==> src/rtl/mips_pkg.sv <==
// Shared MIPS encodings, decode record and immediate-kind helpers for the decode stage.
package mips_pkg;

  localparam logic [5:0] OpRtype = 6'h00;
  localparam logic [5:0] OpJ     = 6'h02;
  localparam logic [5:0] OpJal   = 6'h03;
  localparam logic [5:0] OpBeq   = 6'h04;
  localparam logic [5:0] OpBne   = 6'h05;
  localparam logic [5:0] OpBgtz  = 6'h07;
  localparam logic [5:0] OpAddi  = 6'h08;
  localparam logic [5:0] OpAddiu = 6'h09;
  localparam logic [5:0] OpSlti  = 6'h0a;
  localparam logic [5:0] OpSltiu = 6'h0b;
  localparam logic [5:0] OpOri   = 6'h0d;
  localparam logic [5:0] OpXori  = 6'h0e;
  localparam logic [5:0] OpLui   = 6'h0f;
  localparam logic [5:0] OpMul   = 6'h1c;
  localparam logic [5:0] OpLb    = 6'h20;
  localparam logic [5:0] OpLw    = 6'h23;
  localparam logic [5:0] OpLbu   = 6'h24;
  localparam logic [5:0] OpSb    = 6'h28;
  localparam logic [5:0] OpSw    = 6'h2b;

  localparam logic [5:0] FnSll   = 6'h00;
  localparam logic [5:0] FnSrl   = 6'h02;
  localparam logic [5:0] FnSra   = 6'h03;
  localparam logic [5:0] FnSllv  = 6'h04;
  localparam logic [5:0] FnSrlv  = 6'h06;
  localparam logic [5:0] FnSrav  = 6'h07;
  localparam logic [5:0] FnJr    = 6'h08;
  localparam logic [5:0] FnJalr  = 6'h09;
  localparam logic [5:0] FnMfhi  = 6'h10;
  localparam logic [5:0] FnMflo  = 6'h12;
  localparam logic [5:0] FnMult  = 6'h18;
  localparam logic [5:0] FnMultu = 6'h19;
  localparam logic [5:0] FnDiv   = 6'h1a;
  localparam logic [5:0] FnDivu  = 6'h1b;
  localparam logic [5:0] FnAdd   = 6'h20;
  localparam logic [5:0] FnAddu  = 6'h21;
  localparam logic [5:0] FnSub   = 6'h22;
  localparam logic [5:0] FnSubu  = 6'h23;
  localparam logic [5:0] FnAnd   = 6'h24;
  localparam logic [5:0] FnOr    = 6'h25;
  localparam logic [5:0] FnXor   = 6'h26;
  localparam logic [5:0] FnNor   = 6'h27;
  localparam logic [5:0] FnSlt   = 6'h2a;
  localparam logic [5:0] FnSltu  = 6'h2b;
  localparam logic [5:0] FnMul   = 6'h02;

  typedef enum logic [2:0] {ImmSext, ImmZext, ImmLui, ImmBr, ImmJmp, ImmNone} imm_kind_e;

  // Fields stay at their instruction-encoding widths; the top resizes indices to REG_WIDTH.
  typedef struct packed {
    logic [5:0] opcode;
    logic [4:0] rs;
    logic [4:0] rt;
    logic [4:0] dst;
    logic [4:0] sa;
    logic [5:0] func;
    logic [5:0] alu_op;
    logic       writes_reg;
    logic       illegal;
  } decode_rec_t;

  function automatic imm_kind_e imm_kind(input logic [5:0] op);
    case (op)
      OpAddi, OpAddiu, OpSlti, OpSltiu, OpLw, OpSw, OpLb, OpLbu, OpSb: return ImmSext;
      OpOri, OpXori:                                                   return ImmZext;
      OpLui:                                                           return ImmLui;
      OpBeq, OpBne, OpBgtz:                                            return ImmBr;
      OpJ, OpJal:                                                      return ImmJmp;
      default:                                                         return ImmNone;
    endcase
  endfunction

  function automatic logic rfunc_writes(input logic [5:0] fn);
    case (fn)
      FnAdd, FnAddu, FnSub, FnSubu, FnSlt, FnSltu, FnAnd, FnOr, FnXor, FnNor,
      FnSll, FnSllv, FnSrl, FnSrlv, FnSra, FnSrav, FnMfhi, FnMflo, FnJalr: return 1'b1;
      default:                                                            return 1'b0;
    endcase
  endfunction

  function automatic logic rfunc_legal(input logic [5:0] fn);
    case (fn)
      FnJr, FnMult, FnMultu, FnDiv, FnDivu: return 1'b1;
      default:                              return rfunc_writes(fn);
    endcase
  endfunction

endpackage

==> src/rtl/decode_pipe_if.sv <==
// Fetch/execute handshake, decode record and writeback bus of the decode stage.
interface decode_pipe_if #(
  parameter int unsigned WIDTH     = 32,
  parameter int unsigned REG_WIDTH = 5
) ();
  logic                 in_valid;
  logic                 in_ready;
  logic [31:0]          insn;
  logic [WIDTH-1:0]     pc;
  logic                 flush;
  logic                 out_valid;
  logic                 out_ready;
  logic [5:0]           opcode_out;
  logic [REG_WIDTH-1:0] rs_out;
  logic [REG_WIDTH-1:0] rt_out;
  logic [REG_WIDTH-1:0] dst_out;
  logic [4:0]           sa_out;
  logic [5:0]           func_out;
  logic [5:0]           alu_op;
  logic [WIDTH-1:0]     imm_out;
  logic [WIDTH-1:0]     rs_val;
  logic [WIDTH-1:0]     rt_val;
  logic                 writes_reg;
  logic                 illegal_out;
  logic [WIDTH-1:0]     pc_out;
  logic [31:0]          insn_out;
  logic                 we_regfile;
  logic [REG_WIDTH-1:0] waddr_regfile;
  logic [WIDTH-1:0]     dval_regfile;

  modport master (
    output in_valid, insn, pc, flush, out_ready, we_regfile, waddr_regfile, dval_regfile,
    input  in_ready, out_valid, opcode_out, rs_out, rt_out, dst_out, sa_out, func_out, alu_op,
    input  imm_out, rs_val, rt_val, writes_reg, illegal_out, pc_out, insn_out
  );

  modport slave (
    input  in_valid, insn, pc, flush, out_ready, we_regfile, waddr_regfile, dval_regfile,
    output in_ready, out_valid, opcode_out, rs_out, rt_out, dst_out, sa_out, func_out, alu_op,
    output imm_out, rs_val, rt_val, writes_reg, illegal_out, pc_out, insn_out
  );
endinterface

==> src/rtl/regfile_fwd.sv <==
// Register file with r0 tied to zero, two combinational read ports and writeback forwarding
// for both the capture reads and the operand values of a held record.
module regfile_fwd #(
  parameter int unsigned WIDTH     = 32,
  parameter int unsigned NUM_REGS  = 32,
  parameter int unsigned REG_WIDTH = 5,
  parameter bit          BYPASS    = 1'b1
) (
  input  logic                 clk_i,
  input  logic                 rst_ni,
  input  logic                 we_i,
  input  logic [REG_WIDTH-1:0] waddr_i,
  input  logic [WIDTH-1:0]     wdata_i,
  input  logic [REG_WIDTH-1:0] raddr_a_i,
  input  logic [REG_WIDTH-1:0] raddr_b_i,
  output logic [WIDTH-1:0]     rdata_a_o,
  output logic [WIDTH-1:0]     rdata_b_o,
  input  logic [REG_WIDTH-1:0] hold_addr_a_i,
  input  logic [REG_WIDTH-1:0] hold_addr_b_i,
  input  logic [WIDTH-1:0]     hold_data_a_i,
  input  logic [WIDTH-1:0]     hold_data_b_i,
  output logic [WIDTH-1:0]     hold_data_a_o,
  output logic [WIDTH-1:0]     hold_data_b_o
);
  logic [WIDTH-1:0] regs_q [NUM_REGS];
  logic             wr_en;
  logic             hit_a, hit_b, hold_hit_a, hold_hit_b;

  assign wr_en = we_i && (waddr_i != '0);

  always_ff @(posedge clk_i or negedge rst_ni) begin
    if (!rst_ni) begin
      for (int i = 0; i < int'(NUM_REGS); i++) regs_q[i] <= '0;
    end else if (wr_en) begin
      regs_q[waddr_i] <= wdata_i;
    end
  end

  // wr_en already excludes r0, so a hit never targets the zero register.
  assign hit_a      = BYPASS && wr_en && (waddr_i == raddr_a_i);
  assign hit_b      = BYPASS && wr_en && (waddr_i == raddr_b_i);
  assign hold_hit_a = BYPASS && wr_en && (waddr_i == hold_addr_a_i);
  assign hold_hit_b = BYPASS && wr_en && (waddr_i == hold_addr_b_i);

  always_comb begin
    rdata_a_o = '0;
    rdata_b_o = '0;
    if (raddr_a_i != '0) rdata_a_o = hit_a ? wdata_i : regs_q[raddr_a_i];
    if (raddr_b_i != '0) rdata_b_o = hit_b ? wdata_i : regs_q[raddr_b_i];
  end

  assign hold_data_a_o = hold_hit_a ? wdata_i : hold_data_a_i;
  assign hold_data_b_o = hold_hit_b ? wdata_i : hold_data_b_i;

endmodule

==> src/rtl/decode_pipe.sv <==
// MIPS decode stage: one instruction per cycle into a registered record with valid/ready,
// flush, an internal register file and writeback forwarding.
module decode_pipe
  import mips_pkg::*;
#(
  parameter int unsigned WIDTH     = 32,
  parameter int unsigned NUM_REGS  = 32,
  parameter int unsigned REG_WIDTH = 5,
  parameter bit          BYPASS    = 1'b1
) (
  input logic          clock,
  input logic          reset_n,
  decode_pipe_if.slave bus
);
  logic [31:0]          insn, insn_q;
  logic [5:0]           op, fn;
  logic                 r_fmt, legal, wr;
  logic [4:0]           dst;
  decode_rec_t          rec_d, rec_q;
  logic [WIDTH-1:0]     sext16, imm_d, imm_q, pc_q;
  logic [WIDTH-1:0]     rd_a, rd_b, hold_a, hold_b;
  logic [WIDTH-1:0]     rs_val_d, rs_val_q, rt_val_d, rt_val_q;
  logic [3:0]           jmp_hi;
  logic                 out_valid_d, out_valid_q, capture, held;

  assign insn    = bus.insn;
  assign op      = insn[31:26];
  assign fn      = insn[5:0];
  assign r_fmt   = (op == OpRtype) || (op == OpMul);
  assign capture = bus.in_valid && bus.in_ready && !bus.flush;
  assign held    = out_valid_q && !bus.out_ready;

  always_comb begin
    legal = 1'b0;
    wr    = 1'b0;
    dst   = '0;
    if (op == OpRtype) begin
      dst   = insn[15:11];
      legal = rfunc_legal(fn);
      wr    = rfunc_writes(fn);
    end else if (op == OpMul) begin
      dst   = insn[15:11];
      legal = (fn == FnMul);
      wr    = legal;
    end else begin
      case (op)
        OpAddi, OpAddiu, OpSlti, OpSltiu, OpOri, OpXori, OpLw, OpLb, OpLbu, OpLui: begin
          dst   = insn[20:16];
          legal = 1'b1;
          wr    = 1'b1;
        end
        OpSw, OpSb, OpBeq, OpBne, OpBgtz, OpJ: legal = 1'b1;
        OpJal: begin
          dst   = 5'd31;
          legal = 1'b1;
          wr    = 1'b1;
        end
        default: ;
      endcase
    end
  end

  always_comb begin
    rec_d            = '0;
    rec_d.opcode     = op;
    rec_d.rs         = insn[25:21];
    rec_d.rt         = insn[20:16];
    rec_d.dst        = dst;
    rec_d.sa         = insn[10:6];
    rec_d.func       = r_fmt ? fn : 6'h0;
    rec_d.alu_op     = r_fmt ? fn : op;
    rec_d.writes_reg = wr && legal && (dst != '0);
    rec_d.illegal    = !legal;
  end

  assign sext16 = {{(WIDTH-16){insn[15]}}, insn[15:0]};
  // Upper nibble of pc+4 without building the full sum.
  assign jmp_hi = bus.pc[31:28] + {3'b000, &bus.pc[27:2]};

  always_comb begin
    imm_d = '0;
    case (imm_kind(op))
      ImmSext: imm_d = sext16;
      ImmZext: imm_d = WIDTH'(insn[15:0]);
      ImmLui:  imm_d = WIDTH'({insn[15:0], 16'h0000});
      ImmBr:   imm_d = {sext16[WIDTH-3:0], 2'b00};
      ImmJmp:  imm_d = WIDTH'({jmp_hi, insn[25:0], 2'b00});
      default: imm_d = '0;
    endcase
  end

  regfile_fwd #(
    .WIDTH    (WIDTH),
    .NUM_REGS (NUM_REGS),
    .REG_WIDTH(REG_WIDTH),
    .BYPASS   (BYPASS)
  ) u_regfile (
    .clk_i        (clock),
    .rst_ni       (reset_n),
    .we_i         (bus.we_regfile),
    .waddr_i      (bus.waddr_regfile),
    .wdata_i      (bus.dval_regfile),
    .raddr_a_i    (REG_WIDTH'(rec_d.rs)),
    .raddr_b_i    (REG_WIDTH'(rec_d.rt)),
    .rdata_a_o    (rd_a),
    .rdata_b_o    (rd_b),
    .hold_addr_a_i(REG_WIDTH'(rec_q.rs)),
    .hold_addr_b_i(REG_WIDTH'(rec_q.rt)),
    .hold_data_a_i(rs_val_q),
    .hold_data_b_i(rt_val_q),
    .hold_data_a_o(hold_a),
    .hold_data_b_o(hold_b)
  );

  always_comb begin
    out_valid_d = out_valid_q;
    if (bus.flush)          out_valid_d = 1'b0;
    else if (capture)       out_valid_d = 1'b1;
    else if (bus.out_ready) out_valid_d = 1'b0;
  end

  always_comb begin
    rs_val_d = rs_val_q;
    rt_val_d = rt_val_q;
    if (capture) begin
      rs_val_d = rd_a;
      rt_val_d = rd_b;
    end else if (held) begin
      rs_val_d = hold_a;
      rt_val_d = hold_b;
    end
  end

  always_ff @(posedge clock or negedge reset_n) begin
    if (!reset_n) begin
      out_valid_q <= 1'b0;
      rec_q       <= '0;
      imm_q       <= '0;
      pc_q        <= '0;
      insn_q      <= '0;
      rs_val_q    <= '0;
      rt_val_q    <= '0;
    end else begin
      out_valid_q <= out_valid_d;
      rs_val_q    <= rs_val_d;
      rt_val_q    <= rt_val_d;
      if (capture) begin
        rec_q  <= rec_d;
        imm_q  <= imm_d;
        pc_q   <= bus.pc;
        insn_q <= insn;
      end
    end
  end

  assign bus.in_ready    = !out_valid_q || bus.out_ready;
  assign bus.out_valid   = out_valid_q;
  assign bus.opcode_out  = rec_q.opcode;
  assign bus.rs_out      = REG_WIDTH'(rec_q.rs);
  assign bus.rt_out      = REG_WIDTH'(rec_q.rt);
  assign bus.dst_out     = REG_WIDTH'(rec_q.dst);
  assign bus.sa_out      = rec_q.sa;
  assign bus.func_out    = rec_q.func;
  assign bus.alu_op      = rec_q.alu_op;
  assign bus.writes_reg  = rec_q.writes_reg;
  assign bus.illegal_out = rec_q.illegal;
  assign bus.imm_out     = imm_q;
  assign bus.rs_val      = rs_val_q;
  assign bus.rt_val      = rt_val_q;
  assign bus.pc_out      = pc_q;
  assign bus.insn_out    = insn_q;

endmodule

==> src/flat_wrapper.sv <==
// flat-port wrapper written by rule: the top's interface ports become plain ports
module decode_pipe_flat import mips_pkg::*;
#(
  parameter int unsigned WIDTH     = 32,
  parameter int unsigned NUM_REGS  = 32,
  parameter int unsigned REG_WIDTH = 5,
  parameter bit          BYPASS    = 1'b1
)
  (clock, reset_n, bus_in_valid, bus_insn, bus_pc, bus_flush, bus_out_ready, bus_we_regfile, bus_waddr_regfile, bus_dval_regfile, bus_in_ready, bus_out_valid, bus_opcode_out, bus_rs_out, bus_rt_out, bus_dst_out, bus_sa_out, bus_func_out, bus_alu_op, bus_imm_out, bus_rs_val, bus_rt_val, bus_writes_reg, bus_illegal_out, bus_pc_out, bus_insn_out);
  decode_pipe_if #(.WIDTH(WIDTH), .REG_WIDTH(REG_WIDTH)) bus_i ();
  input logic clock;
  input logic reset_n;
  input wire logic [$bits(bus_i.in_valid)-1:0] bus_in_valid;
  input wire logic [$bits(bus_i.insn)-1:0] bus_insn;
  input wire logic [$bits(bus_i.pc)-1:0] bus_pc;
  input wire logic [$bits(bus_i.flush)-1:0] bus_flush;
  input wire logic [$bits(bus_i.out_ready)-1:0] bus_out_ready;
  input wire logic [$bits(bus_i.we_regfile)-1:0] bus_we_regfile;
  input wire logic [$bits(bus_i.waddr_regfile)-1:0] bus_waddr_regfile;
  input wire logic [$bits(bus_i.dval_regfile)-1:0] bus_dval_regfile;
  output wire logic [$bits(bus_i.in_ready)-1:0] bus_in_ready;
  output wire logic [$bits(bus_i.out_valid)-1:0] bus_out_valid;
  output wire logic [$bits(bus_i.opcode_out)-1:0] bus_opcode_out;
  output wire logic [$bits(bus_i.rs_out)-1:0] bus_rs_out;
  output wire logic [$bits(bus_i.rt_out)-1:0] bus_rt_out;
  output wire logic [$bits(bus_i.dst_out)-1:0] bus_dst_out;
  output wire logic [$bits(bus_i.sa_out)-1:0] bus_sa_out;
  output wire logic [$bits(bus_i.func_out)-1:0] bus_func_out;
  output wire logic [$bits(bus_i.alu_op)-1:0] bus_alu_op;
  output wire logic [$bits(bus_i.imm_out)-1:0] bus_imm_out;
  output wire logic [$bits(bus_i.rs_val)-1:0] bus_rs_val;
  output wire logic [$bits(bus_i.rt_val)-1:0] bus_rt_val;
  output wire logic [$bits(bus_i.writes_reg)-1:0] bus_writes_reg;
  output wire logic [$bits(bus_i.illegal_out)-1:0] bus_illegal_out;
  output wire logic [$bits(bus_i.pc_out)-1:0] bus_pc_out;
  output wire logic [$bits(bus_i.insn_out)-1:0] bus_insn_out;
  assign bus_i.in_valid = bus_in_valid;
  assign bus_i.insn = bus_insn;
  assign bus_i.pc = bus_pc;
  assign bus_i.flush = bus_flush;
  assign bus_i.out_ready = bus_out_ready;
  assign bus_i.we_regfile = bus_we_regfile;
  assign bus_i.waddr_regfile = bus_waddr_regfile;
  assign bus_i.dval_regfile = bus_dval_regfile;
  assign bus_in_ready = bus_i.in_ready;
  assign bus_out_valid = bus_i.out_valid;
  assign bus_opcode_out = bus_i.opcode_out;
  assign bus_rs_out = bus_i.rs_out;
  assign bus_rt_out = bus_i.rt_out;
  assign bus_dst_out = bus_i.dst_out;
  assign bus_sa_out = bus_i.sa_out;
  assign bus_func_out = bus_i.func_out;
  assign bus_alu_op = bus_i.alu_op;
  assign bus_imm_out = bus_i.imm_out;
  assign bus_rs_val = bus_i.rs_val;
  assign bus_rt_val = bus_i.rt_val;
  assign bus_writes_reg = bus_i.writes_reg;
  assign bus_illegal_out = bus_i.illegal_out;
  assign bus_pc_out = bus_i.pc_out;
  assign bus_insn_out = bus_i.insn_out;
  decode_pipe #(.WIDTH(WIDTH), .NUM_REGS(NUM_REGS), .REG_WIDTH(REG_WIDTH), .BYPASS(BYPASS)) u_core (.clock(clock), .reset_n(reset_n), .bus(bus_i));
endmodule
==> config.mk <==
export PLATFORM = sky130hd
export DESIGN_NAME = decode_pipe_flat
export DESIGN_NICKNAME = d
export VERILOG_FILES = /design/src/rtl/mips_pkg.sv /design/src/rtl/decode_pipe_if.sv /design/src/rtl/regfile_fwd.sv /design/src/rtl/decode_pipe.sv /design/src/flat_wrapper.sv
export SDC_FILE = /design/constraint.sdc
export NUM_CORES = 2
export LEC_CHECK = 0
export ABC_CLOCK_PERIOD_IN_PS = 2600
export CELL_PAD_IN_SITES_DETAIL_PLACEMENT = 0
export CELL_PAD_IN_SITES_GLOBAL_PLACEMENT = 1
export CORE_AREA = 2 2 356 358
export CTS_CLUSTER_SIZE = 28
export DETAILED_ROUTE_END_ITERATION = 16
export DIE_AREA = 0 0 358 360
export PLACE_DENSITY_LB_ADDON = 0.1
export SETUP_SLACK_MARGIN = 0.15
export SLEW_MARGIN = 25
export SYNTH_ARGS = -nofsm -noshare
export SYNTH_HDL_FRONTEND = slang
export SYNTH_SLANG_ARGS = --single-unit
==> constraint.sdc <==
create_clock -name clock -period 2.6 [get_ports clock]
set_clock_uncertainty 0.15 [all_clocks]
set_input_delay 0.52 -clock clock [delete_from_list [all_inputs] [get_ports clock]]
set_output_delay 0.52 -clock clock [all_outputs]
set_load 0.005 [all_outputs]
==> results.py <==
metrics = {
    "run_status": {
        "status": "complete, no violations",
    },
    "critical_path": {
        "worstPathArrival_ps": 1730,
        "cpPeakStageDelay_ps": 540,
        "slowest_stage": "clkdlybuf4s50_1",
        "r2r-start": "u_core.bus.out_valid",
        "ff2ff_path_depth": 9,
        "cp.required_ps": 1930,
        "start_kind": "flip-flop",
        "crit_cells": 1,
        "cpLargestDelayFamily": "buffers and inverters",
        "crit_path_end_kind": "primary output",
        "crit_chain": "clkdlybuf4s50_1",
        "crit_path_max_fanout": 2,
        "critical_path.startpoint": "u_core.bus.rs_val[11]",
        "crit_type": "reg2out",
        "path_buf_inv": 1,
    },
    "global_route": {
        "grt_pass1_wl_mm": 286.6,
        "grt_max_degree": 96,
        "grt_antenna_before_repair": 2,
        "overflow": 0,
        "grt_pass1_vias": 41270,
        "grt_usage": 0.3044,
    },
    "timing": {
        "maxSlewViolCount": 0,
        "holdWs_ps": 91.43,
        "min_period_ps": 2403,
        "slew_headroom": 0.5557,
        "final.setup.worst_slack_ps": 197.4,
        "worst_pin_slew_ps": 666.5,
        "hold_viol": 0,
        "setup_viol": 0,
        "setup_tns_ps": 0,
        "fin_crit_sh": 0.9241,
        "rsz0062_at_grt": "yes",
        "max_freq_mhz": 416.2,
    },
    "cells_and_area": {
        "antenna_cells": 0,
        "drive_gt1_frac": 0.4955,
        "final_cells": 6350,
        "fin_nets": 4703,
        "area_growth_pct": 22.51,
        "top_register": "u_core.u_regfile.regs_q",
        "largest_register_ffs": 1024,
        "fillers": 9547,
        "seqCellArea_um2": 30160,
        "multi_input_area_um2": 29880,
    },
    "place": {
        "gp_congestion": 0.8393,
        "dp.cells": 6080,
        "hpwl_mm": 128.9,
        "place_ws_ps": -770.2,
        "port_buffers": 308,
    },
    "hold_path": {
        "min_from": "bus_insn[18]",
        "hold_class": "in2reg",
        "hold_depth": 4,
    },
    "route": {
        "dr.first_iter.drc_count": 3551,
        "avgViaCountPerCell": 6.330,
        "firstDrtPassIters": 5,
        "routed_wl_mm": 192.9,
        "drcViolationCount": 0,
        "ant_nets": 0,
        "vias": 40190,
        "wl_per_cell_um": 30.38,
    },
    "synthesis": {
        "synth_edf_count": 0,
        "synth_seq_area_share": 0.4838,
        "synth.largest_area_cell": "dfrtp_1",
        "yosysWarnings": 0,
        "post_synth.cell_area_avg_um2": 15.15,
        "synthCells": 4110,
        "synth-main-ff-cell": "dfrtp_1",
        "ys_types": 69,
        "ys_seq_elements": 1204,
        "synth_top_area_frac": 0.4838,
        "syn_nets": 4225,
        "async_flop_share": 1.000,
        "yosys-top-cells-area": "dfrtp_1 48%, mux4_2 23%, mux2_2 16%",
        "mappedNetlistArea_um2": 62280,
    },
    "die": {
        "coreArea_um2": 124900,
        "die_w_um": 358,
        "rows": 130,
        "io_pins": 309,
        "die_area_um2": 128900,
        "chipHeight_um": 360,
        "start_util": 0.4985,
    },
    "clock_tree": {
        "cts_max_level": 4,
        "numCtsBuffers": 139,
        "cts.sinks": 1204,
        "clk_pin_slew_ps": 60,
        "clock_latency_ps": 780,
        "clockBufferDepth": 3,
        "cts_tree": "done",
        "root_buffer": "clkbuf_16",
    },
    "pwr": {
        "cellLeakagePower_nw": 33.18,
        "power_density_nw_per_um2": 747.4,
        "peakVddDrop_mv": 0.7016,
    },
    "run": {
        "drv_cap": 0,
    },
}
[cell usage after synthesis (all sizes together), types with 16 or more instances]
cell    number
dfrtp     1204
mux2       992
mux4       639
nand2      270
clkbuf     247
buf        221
clkinv     104
o22ai       60
a221o       57
o21ai       52
nor2        40
inv         18
a22oi       16
[worst reg2reg max path, delay by kind of cell, from the launching register on]
family / cells / cell delay, ps
and+or+nand+nor: 3 / 780
AOI/OAI and AO/OA: 3 / 410
DFF: 1 / 380
buffers and inverters: 3 / 610
[power by group]
part	internal (mW)	switching, mW
combinational	7.61	4.26
sequential	22.3	2.70
clock	12.1	8.08
[cells by family (layout without fill, tap and decap cells)]
group | count (synthesis) | count (layout) | synth area share
adder cells (fa/ha/maj) | 8 | 8 | 0.001607
XOR/XNOR | 23 | 23 | 0.003235
AO/OA/AOI/OAI | 252 | 252 | 0.02999
buffers and inverters | 590 | 1180 | 0.04211
flip-flops | 1204 | 1204 | 0.4838
multiplexers | 1635 | 1635 | 0.4111
AND/OR/NAND/NOR | 398 | 398 | 0.02819
[stage by stage]
step / utilization / instance area, um^2 / power (mW)
2_1_floorplan: - / 62850 / 32.34
3_3_place_gp: 0.5718 / 71430 / 36.79
3_5_place_dp: 0.5718 / 71430 / 37.16
4_1_cts: 0.6104 / 76250 / 57.42
5_1_grt: 0.6107 / 76290 / 59.42
6_report: 0.6107 / 76290 / 57.03
[timing repair]
item | CTS | global route
setup buffers | 14 | 1
endpoints found under the hold margin | 545 | 0
cloned | 0 | 1
gates resized for setup | 63 | 5
setup endpoints to repair | 115 | 67
hold buffers | 1 | 0
pin swaps | 1 | 2
[area by class of cell]
class / instances / share of cell area
inverters: 122 / 0.006002
repair buffers: 805 / 0.1185
clock inverters: 50 / 0.007954
flip-flops and latches: 1204 / 0.3952
multi-input cells: 2316 / 0.3917
well taps: 1650 / 0.02706
clock buffers: 203 / 0.05356
[layout by cell type, fill, tap and decap left out, drive strengths merged, types with 5 or more instances in the layout]
cell           Yosys  final
nor2b              5      5
nor2              40     40
a221oi            14     14
nand2b            14     14
o21ai             52     52
dfrtp           1204   1204
nand3             11     11
mux2             992    992
mux4             639    639
xnor2             10     10
nor3               6      6
nand3b             6      6
or4                8      8
a22oi             16     16
clkdlybuf4s50      0    262
o21a               6      6
o22ai             60     60
buf              221    504
a221o             57     57
clkinv           104    131
inv               18     23
ha                 8      8
o2111ai            7      7
clkinvlp           0      6
nand4              9      9
bufinv             0     12
dlygate4sd2        0     36
a21oi             11     11
xor2              13     13
or2                5      5
nand2            270    270
nor3b              6      6
a2bb2oi            6      6
clkbuf           247    204
[worst paths after layout]
path / end / slack [ps]
max: bus_rs_val[11] / 200
min: u_core.bus.rt_out[2] / 90
max reg2reg: u_core.bus.rs_val[26] / 210
min reg2reg: u_core.u_regfile.regs_q[1001] / 240
max in group asynchronous: u_core.bus.rt_val[15] / 1210
min in group asynchronous: u_core.bus.insn_out[3] / 100
[layer usage]
metal / wire (um) / global-route usage / up-vias
met1: 85060 / 0.4494 / 21970
met2: 90990 / 0.4722 / 1335
li1: - / - / 16630
met5: 0 / 0 / -
met4: 4510 / 0.07482 / 0
met3: 12360 / 0.05267 / 260
(Power assumes the default switching activity.)
